--- src/rtl/pipe_addsub.sv ---
// Pipelined adder/subtractor: WIDTH split into STAGES carry-registered slices, global-stall
// valid/ready handshake. Define PIPE_ADDSUB_SAT_EN to add the per-op saturation input sat.
module pipe_addsub #(
  parameter int unsigned WIDTH  = 32,
  parameter int unsigned STAGES = 2
) (
  input  logic             clk,
  input  logic             rst,
  input  logic             in_valid,
  output logic             in_ready,
  input  logic [WIDTH-1:0] data1,
  input  logic [WIDTH-1:0] data2,
  input  logic             sub,
`ifdef PIPE_ADDSUB_SAT_EN
  input  logic             sat,
`endif
  output logic             out_valid,
  input  logic             out_ready,
  output logic [WIDTH-1:0] add_result,
  output logic             carry_out,
  output logic             overflow,
  output logic             zero
);

  localparam int unsigned SW   = WIDTH / STAGES;
  localparam int unsigned LAST = STAGES - 1;

  // Per-stage state: operands (b already inverted for sub), partial sum, slice carry.
  logic [STAGES-1:0] v_q, v_d, c_q, c_d;
  logic [STAGES-1:0] src_v, src_c;
  logic [WIDTH-1:0]  a_q [STAGES];
  logic [WIDTH-1:0]  b_q [STAGES];
  logic [WIDTH-1:0]  s_q [STAGES];
  logic [WIDTH-1:0]  a_d [STAGES];
  logic [WIDTH-1:0]  b_d [STAGES];
  logic [WIDTH-1:0]  s_d [STAGES];
  logic [WIDTH-1:0]  src_a [STAGES];
  logic [WIDTH-1:0]  src_b [STAGES];
  logic [WIDTH-1:0]  src_s [STAGES];
  logic [SW:0]       slice_sum [STAGES];
`ifdef PIPE_ADDSUB_SAT_EN
  logic [STAGES-1:0] sat_q, sat_d, src_sat;
`endif

  logic [WIDTH-1:0] res;
  logic             fin_ovf;

  assign in_ready = !v_q[LAST] || out_ready;

  always_comb begin
    src_v[0] = in_valid;
    src_a[0] = data1;
    src_b[0] = sub ? ~data2 : data2;
    src_s[0] = '0;
    src_c[0] = sub;
`ifdef PIPE_ADDSUB_SAT_EN
    src_sat[0] = sat;
`endif
    for (int k = 1; k < STAGES; k++) begin
      src_v[k] = v_q[k-1];
      src_a[k] = a_q[k-1];
      src_b[k] = b_q[k-1];
      src_s[k] = s_q[k-1];
      src_c[k] = c_q[k-1];
`ifdef PIPE_ADDSUB_SAT_EN
      src_sat[k] = sat_q[k-1];
`endif
    end
    for (int k = 0; k < STAGES; k++) begin
      slice_sum[k] = {1'b0, src_a[k][k*SW +: SW]} + {1'b0, src_b[k][k*SW +: SW]}
                     + {{SW{1'b0}}, src_c[k]};
      v_d[k] = src_v[k];
      a_d[k] = src_a[k];
      b_d[k] = src_b[k];
      s_d[k] = src_s[k];
      s_d[k][k*SW +: SW] = slice_sum[k][SW-1:0];
      c_d[k] = slice_sum[k][SW];
`ifdef PIPE_ADDSUB_SAT_EN
      sat_d[k] = src_sat[k];
`endif
    end
  end

  always_ff @(posedge clk or posedge rst) begin
    if (rst) begin
      v_q <= '0;
      c_q <= '0;
`ifdef PIPE_ADDSUB_SAT_EN
      sat_q <= '0;
`endif
      for (int k = 0; k < STAGES; k++) begin
        a_q[k] <= '0;
        b_q[k] <= '0;
        s_q[k] <= '0;
      end
    end else if (in_ready) begin
      v_q <= v_d;
      c_q <= c_d;
`ifdef PIPE_ADDSUB_SAT_EN
      sat_q <= sat_d;
`endif
      for (int k = 0; k < STAGES; k++) begin
        a_q[k] <= a_d[k];
        b_q[k] <= b_d[k];
        s_q[k] <= s_d[k];
      end
    end
  end

  // Outputs are forced to zero whenever the last slot is empty, including during reset.
  always_comb begin
    fin_ovf = (a_q[LAST][WIDTH-1] == b_q[LAST][WIDTH-1])
              && (s_q[LAST][WIDTH-1] != a_q[LAST][WIDTH-1]);
    res = s_q[LAST];
`ifdef PIPE_ADDSUB_SAT_EN
    if (sat_q[LAST] && fin_ovf) begin
      res = a_q[LAST][WIDTH-1] ? {1'b1, {(WIDTH-1){1'b0}}} : {1'b0, {(WIDTH-1){1'b1}}};
    end
`endif
    out_valid  = v_q[LAST];
    add_result = v_q[LAST] ? res : '0;
    carry_out  = v_q[LAST] && c_q[LAST];
    overflow   = v_q[LAST] && fin_ovf;
    zero       = v_q[LAST] && (res == '0);
  end

endmodule

--- config.mk ---
export PLATFORM = sky130hd
export DESIGN_NAME = pipe_addsub
export DESIGN_NICKNAME = d
export VERILOG_FILES = /design/src/rtl/pipe_addsub.sv
export SDC_FILE = /design/constraint.sdc
export NUM_CORES = 1
export LEC_CHECK = 0
export CAP_MARGIN = 10
export CORE_ASPECT_RATIO = 0.9
export CORE_MARGIN = 2
export CORE_UTILIZATION = 53
export DETAILED_ROUTE_END_ITERATION = 12
export PLACE_DENSITY = 0.84
export SLEW_MARGIN = 5
export SYNTH_ARGS = -nofsm -noshare
export SYNTH_HDL_FRONTEND = slang
export SYNTH_SLANG_ARGS = --single-unit
--- constraint.sdc ---
create_clock -name clk -period 3.7 [get_ports clk]
set_input_delay 0.74 -clock clk [delete_from_list [all_inputs] [get_ports clk]]
set_output_delay 0.74 -clock clk [all_outputs]
set_load 0.01 [all_outputs]
==> impl_metrics.csv <==
group,metric,value,unit
grt,grtUsageTotal,25.69,%
worst_setup_path,crit_arrival,3.22,ns
yosys,syn_nets,725,
power_and_ir_drop,finalPower,3906,uW
die,ioPinCount,106,
worst_setup_path,cp_data_required_time,3.92,ns
cells_and_area,antenna_cells,0,
die,coreArea,9784,um2
min_path,hold_path.class,"flop to flop",
clocking,cts-root-buf,"clkbuf_16",
power_and_ir_drop,power_density,567.7,nW/um2
grt,overflow,0,
worst_setup_path,cp-start-kind,"input pin",
cells_and_area,drive_gt1_share,4.155,%
placed_design,dp_cells,832,
worst_setup_path,cp_max_fo,17,
yosys,synth_edf_count,0,
worst_setup_path,end_kind,"flop",
timing,slew_headroom,36.79,%
clocking,numCtsBuffers,9,
clocking,tritoncts,"done",
cells_and_area,instances_no_fill,848,
route,drtPass1Iterations,5,
cells_and_area,final_nets,819,
timing,skew,0.004866,ns
grt,antenna_found_initial,0,
cells_and_area,syn_to_final_growth,27.85,%
clocking,insertion_delay,0.34,ns
route,drt_wl_total,13280,um
timing,worst-slew-pin-transition,0.9471,ns
die,start_util,55.00,%
timing,final.setup.tns,0,ns
placed_design,pre_cts_slack,0.3832,ns
yosys,synth.avg_cell_area,8.638,um2
placed_design,dpl.hpwl,9508,um
power_and_ir_drop,irDropWorstVdd,0.0002828,V
route,vias,4747,
yosys,synth_cells,623,
yosys,synth-warning-count,0,
clocking,postCtsSetupRepairBufs,0,
grt,grt_max_degree,115,
grt,grt_pass1_wl,22180,um
worst_setup_path,path_class,"input pin to flop",
route,vias_per_cell,5.598,
clocking,htreeDepth,3,
timing,fmax,0.3331,GHz
route,postRouteAntennaNets,0,
clocking,cts_resized,0,
clocking,clock_sinks,86,
die,rows,34,
route,wire_per_inst,15.66,um
yosys,synth_seq_cells,86,
timing,fin_crit_sh,81.14,%
yosys,syn_area,5381,um2
run,maxCapViolCount,0,
die,die_w,110.2,um
yosys,synth_top_area_cell,"dfrtp_1",
yosys,synthArstFlopShare,100.0,%
timing,grt_setup_unrepaired,"no",
route,drc,0,
clocking,cts_max_path_buffers,2,
die,fp.dieH,99.60,um
timing,setup_violations,0,
timing,drv_slew,0,
timing,hold_violations,0,
yosys,synth.distinct_cells,56,
placed_design,gp_congestion,0.8690,
cells_and_area,fin_util,70.32,%
yosys,dominantRegCellSynth,"dfrtp_1",
power_and_ir_drop,p_leak,0.003130,uW
placed_design,numPortBuffers,105,
grt,grt_pass1_vias,4704,
yosys,synth_top_area_share,39.99,%
die,die_area,10980,um2
clocking,cts_hold_buf,0,
outcome,status,"completed",
yosys,yosys-top-cells-area,"dfrtp_1, nand2_1, ha_1",
timing,fin_crit,3.002,ns
timing,setup_ws,0.6977,ns
clocking,cts.clk_slew.worst_paths,0.06,ns
yosys,synth-seq-area-share,39.99,%
route,drtIter0Drc,300,
metal layers:
layer	up-vias	routed length [um]	track usage [%]	part of all wire, %
met5	-	0	0	0
met1	2265	6083	35.79	46
li1	2329	-	-	-
met4	0	172	6.346	1.3
met2	134	6339	42.00	48
met3	19	683	4.128	5.1
state kept, by name, summed over array words and instances, names as in the netlist:
signal  cells
b_q         1
c_q         2
a_d        16
a_q         1
s_d        16
v_q         2
res        32
b_d        16
logic make-up after synthesis:
family	count (synthesis)	share of synthesized area [%]
muxes	3	0.5813
buffers and inverters	42	2.953
and+or+nand+nor	276	24.23
DFF	86	39.99
xor gates and xnor gates	49	7.975
AOI/OAI and AO/OA	134	16.18
adders and majority gates	33	8.091
path summary, 6_finish.rpt:
kind | from | to | slack (ns) | cells past startpoint
worst max-delay path | sub | s_d[14]$_DFFE_PP0P_ | 0.70 | 9
worst min-delay path | a_d[23]$_DFFE_PP0P_ | a_d[23]$_DFFE_PP0P_ | 0.47 | 2
worst max register to register | c_q[0]$_DFFE_PP0P_ | c_q[1]$_DFFE_PP0P_ | 0.96 | 7
worst min register to register | a_d[23]$_DFFE_PP0P_ | a_d[23]$_DFFE_PP0P_ | 0.47 | 2
max in group asynchronous | rst | res[7]$_DFFE_PP0P_ | 2.02 | 3
min in group asynchronous | rst | a_d[29]$_DFFE_PP0P_ | 0.92 | 2
area by class of cell:
type / instances / area, um2
inverter: 13 / 50.05
multi-input combinational: 495 / 3078
fill: 785 / 2904
tap: 126 / 157.7
timing repair buffer: 112 / 1111
clock inverter: 4 / 95.09
sequential: 86 / 2152
clock buffer: 12 / 236.5
through the flow:
stage	area [um2]	hold slack, ns
6_report	6880	0.4743
5_1_grt	6880	0.5090
4_1_cts	6880	0.4783
3_5_place_dp	6549	0.4645
3_3_place_gp	6549	0.4487
2_1_floorplan	5381	0.4300
worst max-delay path, cell delays in order:
cell and delay [ns]:
buf_2 0.41, xor2_1 0.14, ha_1 0.38, a21oi_1 0.34, nor2_1 0.11, a2111oi_0 0.64
buf_4 0.23, nand3b_1 0.07, nor3b_1 0.15
power breakdown:
group          total [uW]  internal (uW)  switching, uW
Combinational        1490            737            756
Sequential           1400           1200            197
Clock                1010            659            353
placed cells by master, fill, tap and decap left out, drive strengths merged, types with 3 or more instances in the layout:
master,netlist,routed
and3,3,3
buf,6,8
nand4,6,6
a21o,18,18
or3,4,4
nor3b,4,4
nor2,22,22
o21ai,38,38
clkbuf,23,12
xor2,23,23
nor3,10,10
bufinv,0,3
xnor2,26,26
nor4,6,6
fa,3,3
a21boi,3,3
o31ai,5,5
nor4b,3,3
ha,30,30
dfrtp,86,86
nand2,153,153
o21a,10,10
nor2b,4,4
a31oi,3,3
clkdlybuf4s50,0,104
and2,36,36
o211a,3,3
o211ai,4,4
a211oi,5,5
nand3,11,11
and4,3,3
inv,12,12
a21oi,31,31
nand3b,4,4
cell usage after synthesis (4+ instances only):
cell type  number
o21ai_0        36
nand2_1       153
o21a_1         10
o31ai_1         5
inv_1          12
clkbuf_1       22
ha_1           30
nand3b_1        4
a21o_1         18
xnor2_1        26
xor2_1         23
nor2b_1         4
o211ai_1        4
and2_1         36
a21oi_1        30
buf_1           6
or3_1           4
nand4_1         5
a211oi_1        5
dfrtp_1        86
nor4_1          6
nor3_1         10
nor3b_1         4
nor2_1         22
nand3_1        11
(Power assumes the default switching activity.)
==> edit 1, RTL diff (same flow settings) <==
Set the parameter `WIDTH` to 64 (it was 32).
--- a/src/rtl/pipe_addsub.sv
+++ b/src/rtl/pipe_addsub.sv
@@ -1,7 +1,7 @@
 // Pipelined adder/subtractor: WIDTH split into STAGES carry-registered slices, global-stall
 // valid/ready handshake. Define PIPE_ADDSUB_SAT_EN to add the per-op saturation input sat.
 module pipe_addsub #(
-  parameter int unsigned WIDTH  = 32,
+  parameter int unsigned WIDTH  = 64,
   parameter int unsigned STAGES = 2
 ) (
   input  logic             clk,
Interface: changed (resized add_result, data1 and data2); port bits go from 106 to 202. The function was not compared with the original's and may differ.
==> edit 1 against the unedited design <==
Wire length is 110% higher; synthesized area is 96% higher; total power is 93% higher; cell area is 94% higher; hold slack worse by 0.0012 ns; worst setup slack worse by 0.44 ns; sequential cell count is 80 higher; global-route usage is 0.46 points higher; largest cell class unchanged; largest power group unchanged.
==> edit 1: results <==
# TYPE chip_impl_metric gauge
chip_impl_metric{name="synth_xor_xnor_area_share",unit="%"} 9.390
chip_impl_info{name="timing.critical_path.max_delay_family",value="simple AND/OR/NAND/NOR gates"} 1
chip_impl_metric{name="cp.arrival",unit="ns"} 2.70
chip_impl_metric{name="clk_latency",unit="ns"} 0.44
chip_impl_metric{name="drtIter0Drc",unit=""} 595
chip_impl_info{name="worst_path_max_delay_cell",value="clkdlybuf4s50_1"} 1
chip_impl_metric{name="globalplace.congestion",unit=""} 0.8858
chip_impl_metric{name="final.fill_count",unit=""} 1540
chip_impl_metric{name="tightest_slew",unit="ns"} 0.8694
chip_impl_metric{name="pwr-share-clk",unit="%"} 22.7
chip_impl_metric{name="htree_levels",unit=""} 4
chip_impl_metric{name="gr-usage-met3",unit="%"} 4.593
chip_impl_metric{name="wl",unit="mm"} 27.38
chip_impl_metric{name="power_report.internal_total",unit="mW"} 4.686
chip_impl_metric{name="critical_path.max_fanout",unit=""} 3
chip_impl_metric{name="met1_length",unit="mm"} 12.22
chip_impl_metric{name="grt_use_total",unit="%"} 26.16
chip_impl_info{name="run_status",value="complete, no violations"} 1
chip_impl_info{name="worst_min_path_start",value="s_d[7]"} 1
chip_impl_metric{name="grt_max_degree",unit=""} 206
chip_impl_metric{name="post_synth_fa_ha_maj_area_fraction",unit="%"} 7.930
chip_impl_info{name="cp-endpoint",value="zero"} 1
chip_impl_metric{name="worst_hold_margin",unit="ns"} 0.4731
chip_impl_metric{name="grt_pass1_vias",unit=""} 8980
chip_impl_metric{name="p_leak",unit="nW"} 5.861
chip_impl_metric{name="rrSetupSlack",unit="ns"} 0.58
chip_impl_metric{name="groute.layer.met2.usage",unit="%"} 42.50
chip_impl_metric{name="grt_util_met1",unit="%"} 35.79
chip_impl_metric{name="sequential_share_of_the_synthesized_area",unit="%"} 39.41
chip_impl_metric{name="period_minus_slack",unit="ns"} 3.441
chip_impl_metric{name="met2_length",unit="mm"} 12.93
chip_impl_metric{name="routed_via_density",unit=""} 5.580
chip_impl_metric{name="drive_gt1_share",unit="%"} 5.164
chip_impl_metric{name="fraction_of_the_mapped_netlist_area_in_compound_gates",unit="%"} 16.26
chip_impl_metric{name="timing.clock.skew",unit="ns"} 0.01875
chip_impl_metric{name="nets",unit=""} 1618
chip_impl_info{name="timing.hold.worst_endpoint",value="res[7]"} 1
chip_impl_metric{name="worst_vdd_ir",unit="V"} 0.0002674
chip_impl_metric{name="power.switching_fraction",unit="%"} 37.70
chip_impl_metric{name="cts_inserted_buffers",unit=""} 17
chip_impl_metric{name="library_cells_used_by_synthesis",unit=""} 69
chip_impl_metric{name="synth.area.mux_share",unit="%"} 0.2968
chip_impl_metric{name="route.met3.wl",unit="mm"} 1.604
-- edit 1: changes by cell type after synthesis, sizes merged, moves of 9 or more --
| cell | unedited run | this run |
|---|---|---|
| nor4 | 6 | 18 |
| a21oi | 31 | 97 |
| o21ai | 38 | 96 |
| xor2 | 23 | 55 |
| dfrtp | 86 | 166 |
| nand2 | 153 | 308 |
| nor3 | 10 | 19 |
| clkbuf | 23 | 51 |
| xnor2 | 26 | 58 |
| nand3 | 11 | 24 |
| and2 | 36 | 66 |
| nor2 | 22 | 60 |
| ha | 30 | 62 |
-- edit 1: metrics by stage --
stage	std cells	util (%)	area, um2
after global routing	1683	69.02	13350
after floorplan	1253	-	10540
final	1683	69.02	13350
after CTS	1683	68.94	13330
after detailed placement	1651	66.05	12770
after global placement	1651	66.05	12770
-- edit 1: layout make-up --
type                    count  share of cell area [%]
multi-input cells        1003                   45.58
inverters                  20                  0.6093
clock buffers              17                   3.187
flip-flops and latches    166                   31.13
well taps                 250                   2.343
repair buffers            212                   16.14
clock inverters            15                   1.012
==> edit 2, RTL diff (same settings) <==
Made on the original files. Register the output `overflow`, without a reset; this adds one clock of latency there. The other outputs are not delayed to match.
--- a/src/rtl/pipe_addsub.sv
+++ b/src/rtl/pipe_addsub.sv
@@ -24,6 +24,8 @@
 
   localparam int unsigned SW   = WIDTH / STAGES;
   localparam int unsigned LAST = STAGES - 1;
+
+  logic overflow_d;
 
   // Per-stage state: operands (b already inverted for sub), partial sum, slice carry.
   logic [STAGES-1:0] v_q, v_d, c_q, c_d;
@@ -120,8 +122,12 @@
     out_valid  = v_q[LAST];
     add_result = v_q[LAST] ? res : '0;
     carry_out  = v_q[LAST] && c_q[LAST];
-    overflow   = v_q[LAST] && fin_ovf;
+    overflow_d = v_q[LAST] && fin_ovf;
     zero       = v_q[LAST] && (res == '0);
+  end
+
+  always_ff @(posedge clk) begin
+    overflow <= overflow_d;
   end
 
 endmodule
Behaviour: not the same (Yosys sat finds a counterexample within 4 cycles, from zero or initial values and one cycle with rst high).
==> edit 2 against the unedited design <==
Fmax shrank 3.1%; total power shrank 1.0%; wire length shrank 0.62%; sequential cell count grew 1; synthesized area grew 0.37%; sequential share of layout area grew 0.31 points; hold slack lost 0.012 ns; cell area is essentially flat; worst setup slack lost 0.097 ns.
==> edit 2: results <==
# TYPE chip_impl_metric gauge
chip_impl_metric{name="grt_pass1_vias",unit=""} 4650
chip_impl_metric{name="min_delay_path_depth",unit=""} 1
chip_impl_info{name="cp-startpoint",value="data2[11]"} 1
chip_impl_metric{name="preCtsSetupSlack",unit="ns"} 0.3482
chip_impl_metric{name="area_share_clock_buf_inv",unit="%"} 4.549
chip_impl_metric{name="max_freq",unit="GHz"} 0.3226
chip_impl_metric{name="gr-usage-met3",unit="%"} 5.918
chip_impl_info{name="run_status",value="complete, no violations"} 1
chip_impl_metric{name="route.met3.wl",unit="um"} 763
chip_impl_metric{name="timing.clock.skew",unit="ns"} 0.007378
chip_impl_metric{name="clock_buffer_count",unit=""} 11
chip_impl_metric{name="worst_vdd_ir",unit="V"} 0.0003877
chip_impl_metric{name="pwr-share-clk",unit="%"} 24.6
chip_impl_metric{name="worst_hold_margin",unit="ns"} 0.4619
chip_impl_metric{name="cp.arrival",unit="ns"} 3.35
chip_impl_metric{name="layout.area.seq",unit="um2"} 2172
chip_impl_metric{name="library_cells_used_by_synthesis",unit=""} 57
chip_impl_metric{name="power_report.internal_total",unit="mW"} 2.556
chip_impl_metric{name="non_clock_buffers_area_share",unit="%"} 16.08
chip_impl_metric{name="nets",unit=""} 821
chip_impl_metric{name="routed_via_density",unit=""} 5.710
chip_impl_metric{name="sequential_share_of_the_synthesized_area",unit="%"} 40.21
chip_impl_metric{name="critical_path.max_fanout",unit=""} 7
chip_impl_metric{name="power.share.sequential",unit="%"} 36.9
chip_impl_metric{name="globalplace.congestion",unit=""} 0.8636
chip_impl_metric{name="met2_length",unit="mm"} 6.298
chip_impl_metric{name="place.detailed.hpwl",unit="mm"} 9.445
chip_impl_metric{name="timing.slew.headroom",unit="%"} 46.42
chip_impl_metric{name="grt_max_degree",unit=""} 83
chip_impl_metric{name="worst_path_largest_cell_delay",unit="ns"} 0.73
chip_impl_metric{name="drive_gt1_share",unit="%"} 4.426
chip_impl_metric{name="grt_util_met1",unit="%"} 31.92
chip_impl_info{name="worst_min_path_start",value="v_q[0]"} 1
chip_impl_metric{name="grt_use_total",unit="%"} 24.35
chip_impl_metric{name="drtIter0Drc",unit=""} 302
chip_impl_metric{name="drt-wirelength-per-cell",unit="um"} 15.54
[edit 2: metrics by stage]
stage | cell area [um2] | utilization [%] | std cells
final | 6877 | 70.28 | 849
after global routing | 6877 | 70.28 | 849
after floorplan | 5401 | - | 624
after CTS | 6877 | 70.28 | 849
after global placement | 6564 | 67.08 | 834
after detailed placement | 6564 | 67.08 | 834
[edit 2: cells by family (layout without fill, tap and decap cells)]
group	count (synthesis)	after routing	share of synthesized area (%)
XOR/XNOR	49	49	7.945
multiplexers	3	3	0.5791
AND/OR/NAND/NOR	276	276	24.14
flip-flops	87	87	40.21
AO/OA/AOI/OAI	134	134	16.12
adder cells (fa/ha/maj)	33	33	8.061
buffers and inverters	42	141	2.942
[edit 2: worst max-delay path, delay by kind of cell]
family | cells | cell delay (ns)
XOR/XNOR | 1 | 0.15
AND/OR/NAND/NOR | 2 | 0.33
AO/OA/AOI/OAI | 3 | 1.13
adder cells (fa/ha/maj) | 1 | 0.32
buffers and inverters | 2 | 0.70
